## src/rtl/timer_pkg.sv

```systemverilog
// timer_pkg: shared types and BCD constants for the keypad-driven countdown timer
package timer_pkg;

    typedef logic [3:0] digit_t;

    typedef enum logic [1:0] {
        IDLE,
        RUN,
        PAUSE,
        DONE
    } state_t;

    localparam digit_t BCD_0 = 4'd0;
    localparam digit_t BCD_5 = 4'd5;
    localparam digit_t BCD_9 = 4'd9;

endpackage

```

## src/rtl/bcd_countdown.sv

```systemverilog
// bcd_countdown: combinational one-second decrement of an MM:SS BCD value
import timer_pkg::*;

module bcd_countdown (
    input  digit_t min_tens,
    input  digit_t min_ones,
    input  digit_t sec_tens,
    input  digit_t sec_ones,
    output digit_t dec_min_tens,
    output digit_t dec_min_ones,
    output digit_t dec_sec_tens,
    output digit_t dec_sec_ones,
    output logic   zero
);

    // Borrow ripples from the lowest nonzero digit; seconds reload to 59 and 0000 holds
    always_comb begin
        zero = {min_tens, min_ones, sec_tens, sec_ones} == 16'h0000;
        dec_min_tens = min_tens;
        dec_min_ones = min_ones;
        dec_sec_tens = sec_tens;
        dec_sec_ones = sec_ones;
        if (sec_ones != BCD_0) begin
            dec_sec_ones = sec_ones - 4'd1;
        end else if (sec_tens != BCD_0) begin
            dec_sec_tens = sec_tens - 4'd1;
            dec_sec_ones = BCD_9;
        end else if (min_ones != BCD_0) begin
            dec_min_ones = min_ones - 4'd1;
            dec_sec_tens = BCD_5;
            dec_sec_ones = BCD_9;
        end else if (min_tens != BCD_0) begin
            dec_min_tens = min_tens - 4'd1;
            dec_min_ones = BCD_9;
            dec_sec_tens = BCD_5;
            dec_sec_ones = BCD_9;
        end
    end

endmodule

```

## src/rtl/digit_timer.sv

```systemverilog
// digit_timer: captures keypad BCD digits into MM:SS and counts down on the encoder tick
import timer_pkg::*;

module digit_timer (
    input  logic   clk,
    input  logic   clear,
    input  digit_t D,
    input  logic   loadn,
    input  logic   pgt,
    input  logic   start,
    input  logic   stop,
    input  logic   door_open,
    output logic   enbn,
    output digit_t min_tens,
    output digit_t min_ones,
    output digit_t sec_tens,
    output digit_t sec_ones,
    output logic   running,
    output logic   done
);

    state_t state;
    logic   pgt_q, start_q, stop_q;
    digit_t dec_mt, dec_mo, dec_st, dec_so;
    logic   zero;

    wire pgt_ev   = pgt & ~pgt_q;
    wire start_ev = start & ~start_q;
    wire stop_ev  = stop & ~stop_q;
    wire key_ev   = pgt_ev & ~loadn & (D <= BCD_9);
    wire reach    = {dec_mt, dec_mo, dec_st, dec_so} == 16'h0000;

    bcd_countdown u_dec (
        .min_tens    (min_tens),
        .min_ones    (min_ones),
        .sec_tens    (sec_tens),
        .sec_ones    (sec_ones),
        .dec_min_tens(dec_mt),
        .dec_min_ones(dec_mo),
        .dec_sec_tens(dec_st),
        .dec_sec_ones(dec_so),
        .zero        (zero)
    );

    // Delayed copies of the strobes so a held level yields a single event
    always_ff @(posedge clk) begin
        if (clear) begin
            pgt_q   <= 1'b0;
            start_q <= 1'b0;
            stop_q  <= 1'b0;
        end else begin
            pgt_q   <= pgt;
            start_q <= start;
            stop_q  <= stop;
        end
    end

    // Mode FSM owning the digit register; status outputs move with each transition
    always_ff @(posedge clk) begin
        if (clear) begin
            state <= IDLE;
            {min_tens, min_ones, sec_tens, sec_ones} <= 16'h0000;
            enbn    <= 1'b0;
            running <= 1'b0;
            done    <= 1'b0;
        end else begin
            case (state)
                IDLE: begin
                    if (stop_ev) begin
                        {min_tens, min_ones, sec_tens, sec_ones} <= 16'h0000;
                    end else begin
                        if (key_ev)
                            {min_tens, min_ones, sec_tens, sec_ones} <= {min_ones, sec_tens, sec_ones, D};
                        if (start_ev && !zero && !door_open) begin
                            state   <= RUN;
                            enbn    <= 1'b1;
                            running <= 1'b1;
                        end
                    end
                end
                RUN: begin
                    if (stop_ev) begin
                        state   <= PAUSE;
                        enbn    <= 1'b0;
                        running <= 1'b0;
                    end else begin
                        if (pgt_ev)
                            {min_tens, min_ones, sec_tens, sec_ones} <= {dec_mt, dec_mo, dec_st, dec_so};
                        if (pgt_ev && reach) begin
                            state   <= DONE;
                            enbn    <= 1'b0;
                            running <= 1'b0;
                            done    <= 1'b1;
                        end else if (door_open) begin
                            state   <= PAUSE;
                            enbn    <= 1'b0;
                            running <= 1'b0;
                        end
                    end
                end
                PAUSE: begin
                    if (stop_ev) begin
                        state <= IDLE;
                        {min_tens, min_ones, sec_tens, sec_ones} <= 16'h0000;
                    end else if (start_ev && !door_open) begin
                        state   <= RUN;
                        enbn    <= 1'b1;
                        running <= 1'b1;
                    end
                end
                DONE: begin
                    if (stop_ev) begin
                        state <= IDLE;
                        done  <= 1'b0;
                    end else if (key_ev) begin
                        state <= IDLE;
                        done  <= 1'b0;
                        {min_tens, min_ones, sec_tens, sec_ones} <= {min_ones, sec_tens, sec_ones, D};
                    end
                end
                default: state <= IDLE;
            endcase
        end
    end

endmodule

```

## config.mk

```make
export PLATFORM = sky130hd
export DESIGN_NAME = digit_timer
export DESIGN_NICKNAME = d
export VERILOG_FILES = /design/src/rtl/timer_pkg.sv /design/src/rtl/bcd_countdown.sv /design/src/rtl/digit_timer.sv
export SDC_FILE = /design/constraint.sdc
export NUM_CORES = 1
export LEC_CHECK = 0
export ABC_CLOCK_PERIOD_IN_PS = 2300
export CAP_MARGIN = 10
export CORE_UTILIZATION = 45
export DETAILED_ROUTE_END_ITERATION = 10
export PLACE_DENSITY = 0.69
export SLEW_MARGIN = 20
export SYNTH_ARGS = -nofsm -noshare
export SYNTH_HDL_FRONTEND = slang
export SYNTH_SLANG_ARGS = --single-unit
```

## constraint.sdc

```tcl
create_clock -name clk -period 2.3 [get_ports clk]
set_clock_uncertainty 0.15 [all_clocks]
set_input_delay 0.23 -clock clk [delete_from_list [all_inputs] [get_ports clk]]
set_output_delay 0.23 -clock clk [all_outputs]
set_load 0.01 [all_outputs]
```

==> results of run 1 <==
## power by group
group | total (mW) | internal, mW | switching, mW
sequential | 0.430 | 0.415 | 0.0151
combinational | 0.634 | 0.319 | 0.316
clock | 0.274 | 0.122 | 0.153
total | 1.34 | 0.855 | 0.484
## layer usage
| layer | global-route usage | part of all wire | wire length, um | vias to the layer above |
|---|---|---|---|---|
| met5 | 0 | 0 | 0 | - |
| met4 | 0.106 | 0.015 | 101 | 0 |
| met3 | 0.0574 | 0.073 | 491 | 15 |
| met2 | 0.508 | 0.48 | 3240 | 121 |
| met1 | 0.391 | 0.43 | 2890 | 1106 |
| li1 | - | - | - | 1121 |
## state kept, by name (all words and copies together) (netlist names)
name,flops
min_ones,4
start_q,1
stop_q,1
pgt_q,1
state,2
sec_tens,4
running,1
done,1
min_tens,4
sec_ones,4
## kinds of logic (layout without fill, tap and decap cells)
logic type,Yosys count,after routing,share of synthesized area
AO/OA/AOI/OAI,93,93,0.317
XOR/XNOR,1,1,0.00456
adder cells (fa/ha/maj),6,6,0.0391
buffers and inverters,29,103,0.0730
flip-flops,23,23,0.240
multiplexers,3,3,0.0169
AND/OR/NAND/NOR,111,112,0.310
## final cells by class
cell class	count	area, um^2	share of cell area
clock buffers	3	41.3	0.0143
clock inverters	1	5.00	0.00174
inverters	10	40.0	0.0139
multi-input cells	215	1520	0.526
flip-flops and latches	23	470	0.163
well taps	50	62.6	0.0217
repair buffers	89	748	0.260
## metrics by stage
stage	TNS (ns)	utilization	power, mW	hold WS, ns
floorplan	-0.0234	-	0.745	0.152
global placement	-0.552	0.639	0.943	0.352
detailed placement	-0.805	0.639	0.950	0.354
CTS	-0.0219	0.681	1.26	0.369
global route	-0.436	0.710	1.39	0.385
finish	-0.0669	0.710	1.34	0.372
## cell usage in the layout, fill, tap and decap left out, types with 4 or more instances in the layout
cell type and instances:
a211oi_1 6, or3b_4 4, nor2b_1 11, dfxtp_1 15
nor3_2 4, a21oi_1 14, nand2_1 20, a22oi_1 4
clkdlybuf4s50_1 29, nor2_1 32, a311oi_1 5, dfxtp_2 8
nand3_1 5, nor3_1 7, inv_1 4, nand2b_1 6
buf_4 58, inv_2 5, o21ai_0 31
## worst max-delay path by stage
stage | start | to | cells after the start
final | sec_tens[0] | done | 8
after global routing | sec_tens[0] | done | 8
after floorplan | sec_ones[0] | running | 11
after CTS | sec_tens[1] | done | 8
after global placement | sec_tens[0] | running | 9
after detailed placement | sec_tens[0] | running | 9
## repair_timing
| action | 4_1_cts | 5_1_grt |
|---|---|---|
| gates cloned | 1 | 0 |
| pin swaps | 15 | 19 |
| gates resized for setup | 21 | 20 |
| buffers inserted | 9 | 7 |
| endpoints found under the setup margin | 9 | 14 |
## worst max-delay path, stage by stage, from the launching register on
cell,delay [ns]
dfxtp_2,0.33
inv_2,0.07
ha_4,0.15
or3b_4,0.46
a211o_1,0.33
a32oi_2,0.18
and4bb_2,0.27
a41oi_2,0.21
a211oi_2,0.06
==> run_results.csv, run 1 <==
group,metric,value,unit
run_status,status,"finished, violations left",
run_status,violations,"negative setup slack",
synth,syn_avg_cell_area,7.22,um^2
place,dpl_cell_area,2590,um^2
sta,setup_viol,2,
clock_tree,clkSinkCount,23,
synth,synth-seq-cells,23,
clock_tree,cts_buffers,3,
power,irDropWorstVdd,236,uV
routing,wirelength,6720,um
min_path,hold_path_depth,2,
global_route,grt-ovfl-total,0,
critical_path,reg2reg_slack,-0.05,ns
routing,drc,0,
global_route,antenna_found_initial,0,
sta,post-route-period-util,1.02,
synth,synth_edf_count,0,
routing,vias,2363,
sta,worstMarginPinSlew,0.703,ns
power,powerDensity,464,nW/um^2
routing,viasPerCell,6.04,
place,dp.cells,372,
critical_path,r2r-end,"done",
sta,finalHoldViolCount,0,
clock_tree,cts.clk_slew.worst_paths,0.09,ns
critical_path,cp_max_fo,5,
job,drv_cap,0,
place,hpwl,4400,um
die,die_h,67.3,um
die,dieArea,4530,um^2
layout,diodes,0,
synth,synth.distinct_cells,52,
synth,synth_largest_area_cell,"dfxtp_1",
critical_path,path_class,"reg -> reg",
sta,final_max_slew_viol_count,0,
routing,firstDrtPassIters,5,
sta,rsz0062_at_grt,"yes",
synth,ys_top_cells_by_count,"nor2_1, o21ai_0, dfxtp_1",
min_path,min_delay_worst_endpoint,"min_tens[1]",
global_route,grt_util_all_layers,0.305,
layout,final_cell_area,2880,um^2
clock_tree,ctsHoldBuffers,0,
synth,ys_seq_area_frac,0.240,
min_path,hp-start,"min_tens[1]",
layout,syn2layout_area_growth,50.2,%
sta,fmax,426,MHz
synth,mappedNetlistNets,283,
clock_tree,clk_path_buf_depth,2,
layout,fill_cells,331,
global_route,grt_pass1_wl,10300,um
min_path,hp-class,"reg -> reg",
synth,syn_area,1920,um^2
die,core_area,4060,um^2
synth,yosys_most_used_dff,"dfxtp_1",
layout,nets,359,
routing,drtAntennaViolNets,0,
clock_tree,htreeDepth,1,
synth,synth_top_area_frac,0.240,
routing,drtIter0Drc,246,
layout,final_cells,391,
place,dp_slack,-0.188,ns
sta,period_minus_slack,2.35,ns
clock_tree,cts_tree,"built",
synth,yosys_warnings,0,
global_route,grt_max_degree,20,
critical_path,worst_ep_arrival_time,2.34,ns
die,rows,23,
die,die-width,67.3,um
place,gp_congestion,0.912,
synth,syn_inst,266,
critical_path,end_kind,"flop",
sta,setup_ws,-0.0478,ns
clock_tree,clock_latency,0.27,ns
power,p_leak,1.14,nW
critical_path,crit_required,2.29,ns
synth,synthTopCellsByArea,"dfxtp_1, o21ai_0, nor2_1",
critical_path,reg2reg_depth,8,
synth,synthArstFlopShare,0,
die,io-pin-count,30,
place,port_buffers,29,
critical_path,startpoint_type,"flop",
global_route,grt_pass1_vias,2134,
critical_path,r2r-start,"sec_tens[0]",
clock_tree,ctsRootBufferMaster,"clkbuf_8",
die,floorplan.initialDensity,0.473,
routing,wl_per_cell,17.2,um
sta,max_slew_margin,0.529,
layout,layout-drive-gt1-share,0.349,
Power figures use the tool's default switching activity.
==> inputs of run 2 (changes only) <==
--- a/config.mk
+++ b/config.mk
@@ -10,6 +10,7 @@
 export CORE_UTILIZATION = 45
 export DETAILED_ROUTE_END_ITERATION = 10
 export PLACE_DENSITY = 0.69
+export SKIP_CTS_REPAIR_TIMING = 1
 export SLEW_MARGIN = 20
 export SYNTH_ARGS = -nofsm -noshare
 export SYNTH_HDL_FRONTEND = slang
==> run 2 against run 1 <==
Effect of this change: clock-buffer cell count stayed put; final cell count is 1.3% lower; largest cell class unchanged; utilization is 1.7 points lower; sequential share of layout area is 0.26 points higher; sequential power hardly changed; register-to-register slack hardly changed; critical path depth is 1 higher; the run still ends with negative setup slack left; via count is 0.59% higher.
==> run_results.csv, run 2 (synthesized netlist as in run 1, its figures left out) <==
group,metric,value,unit
critical_path,cpPeakStageDelay,0.41,ns
routing,viasPerCell,6.16,
place,dp_slack,-0.188,ns
routing,drtIter0Drc,281,
global_route,grt-ovfl-total,0,
routing,drtAntennaViolNets,0,
critical_path,reg2reg_depth,9,
min_path,hp-class,"reg -> reg",
place,hpwl,4400,um
clock_tree,htreeDepth,1,
sta,setup_viol,2,
routing,firstDrtPassIters,6,
place,port_buffers,29,
job,drv_cap,0,
critical_path,path_cells,"inv_4 > ha_4 > or3b_4 > buf_12 > a31o_2 > a31o_4 > and4bb_2 > a41oi_2 > a211oi_2",
clock_tree,ctsRootBufferMaster,"clkbuf_8",
power,comb_power_share,0.463,
clock_tree,cts_tree,"built",
routing,wirelength,6570,um
critical_path,end_kind,"flop",
power,p_leak,1.11,nW
sta,max_slew_margin,0.523,
power,power,1.30,mW
die,die-width,67.3,um
layout,diodes,0,
critical_path,r2r-start,"sec_ones[0]",
layout,fin_util,0.694,
power,powerDensity,461,nW/um^2
critical_path,critPathSlowestCell,"or3b_4",
global_route,grt_max_degree,20,
critical_path,cp_max_fo,8,
sta,period_minus_slack,2.34,ns
power,p_int,0.840,mW
power,sw_frac_of_total,0.353,
min_path,hold_path_depth,2,
die,rows,23,
clock_tree,cts_buffers,3,
global_route,grt_pass1_wl,9720,um
clock_tree,cts.clk_slew.worst_paths,0.09,ns
sta,post-route-period-util,1.02,
place,gp_congestion,0.912,
sta,holdWs,0.353,ns
run_status,status,"finished, violations left",
clock_tree,clk_path_buf_depth,2,
critical_path,reg2reg_slack,-0.04,ns
critical_path,startpoint_type,"flop",
clock_tree,clock_latency,0.27,ns
critical_path,cpLargestDelayFamily,"compound AO/OA/AOI/OAI gates",
power,clkPwrFrac,0.206,
sta,setup_ws,-0.0370,ns
die,die_h,67.3,um
min_path,min_delay_worst_endpoint,"min_tens[0]",
layout,nets,354,
layout,final_cell_area,2820,um^2
place,dpl_cell_area,2590,um^2
die,io-pin-count,30,
sta,rsz0062_at_grt,"yes",
critical_path,r2r-end,"done",
die,core_area,4060,um^2
power,seq_power_share,0.331,
clock_tree,clkSinkCount,23,
layout,final_common_cell,"buf_4",
min_path,hp-start,"min_tens[0]",
layout,fill_cells,341,
critical_path,crit_required,2.29,ns
layout,syn2layout_area_growth,46.7,%
power,irDropWorstVdd,229,uV
routing,vias,2377,
sta,finalHoldViolCount,0,
critical_path,critPathLaunch,"sec_ones[0]",
sta,worstMarginPinSlew,0.713,ns
global_route,antenna_found_initial,0,
global_route,grt_pass1_vias,2072,
layout,layout-drive-gt1-share,0.313,
layout,mostFrequentLayoutCells,"buf_4, nor2_1, o21ai_0",
critical_path,path_class,"reg -> reg",
run_status,violations,"negative setup slack",
power,power_switching,0.458,mW
routing,wl_per_cell,17.0,um
sta,final_max_slew_viol_count,0,
global_route,grt_util_all_layers,0.286,
routing,drc,0,
critical_path,worst_ep_arrival_time,2.33,ns
sta,fmax,428,MHz
critical_path,path_buf_inv,2,
die,dieArea,4530,um^2
die,floorplan.initialDensity,0.473,
[run 2: changes by cell type in the layout (fill, tap and decap cells not counted), sizes merged]
cell and delta:
clkbuf +1, buf -6
[run 2: power groups by stage]
stage	sequential, mW	clock (mW)	combinational, mW
after CTS	0.427	0.274	0.516
after global routing	0.432	0.285	0.646
final	0.430	0.267	0.602
after detailed placement	0.436	0	0.513
after floorplan	0.446	0	0.300
after global placement	0.436	0	0.507
[run 2: tightest hold or removal path: stages (launching register included)]
cell and delay (ns):
dfxtp_1 0.32, inv_2 0.07, a211oi_1 0.06
[run 2: final cells by class]
type                       count  area (um^2)  share of cell area
clock inverter                 1         5.00             0.00178
timing repair buffer          84          733               0.260
clock buffer                   3         41.3              0.0147
multi-input combinational    215         1470               0.521
inverter                      10         40.0              0.0142
tap                           50         62.6              0.0222
sequential                    23          467               0.166
[run 2: per-layer routing]
layer	GRT usage	share of wire	up-vias
met5	0	0	-
met4	0.112	0.032	0
met3	0.0439	0.075	35
met2	0.469	0.46	129
met1	0.373	0.43	1096
li1	-	-	1117
[run 2: through the flow]
| step | setup TNS [ns] | std cells |
|---|---|---|
| after floorplan | -0.0234 | 266 |
| after global placement | -0.552 | 372 |
| after detailed placement | -0.805 | 372 |
| after CTS | -1.02 | 376 |
| after global routing | -0.642 | 386 |
| final | -0.0613 | 386 |
[run 2: worst max-delay path by stage]
| stage | end | depth (start not counted) |
|---|---|---|
| CTS | running | 9 |
| finish | done | 9 |
| floorplan | running | 11 |
| global route | running | 9 |
| detailed placement | running | 9 |
| global placement | running | 9 |
==> inputs of run 3 (changes only) <==
--- a/config.mk
+++ b/config.mk
@@ -8,6 +8,7 @@
 export ABC_CLOCK_PERIOD_IN_PS = 2300
 export CAP_MARGIN = 10
 export CORE_UTILIZATION = 45
+export CTS_BUF_LIST = sky130_fd_sc_hd__clkbuf_2 sky130_fd_sc_hd__clkbuf_4 sky130_fd_sc_hd__clkbuf_8
 export DETAILED_ROUTE_END_ITERATION = 10
 export PLACE_DENSITY = 0.69
 export SKIP_CTS_REPAIR_TIMING = 1
==> results of run 3 <==
Final layout, timing and power as in run 2 (identical DEF).
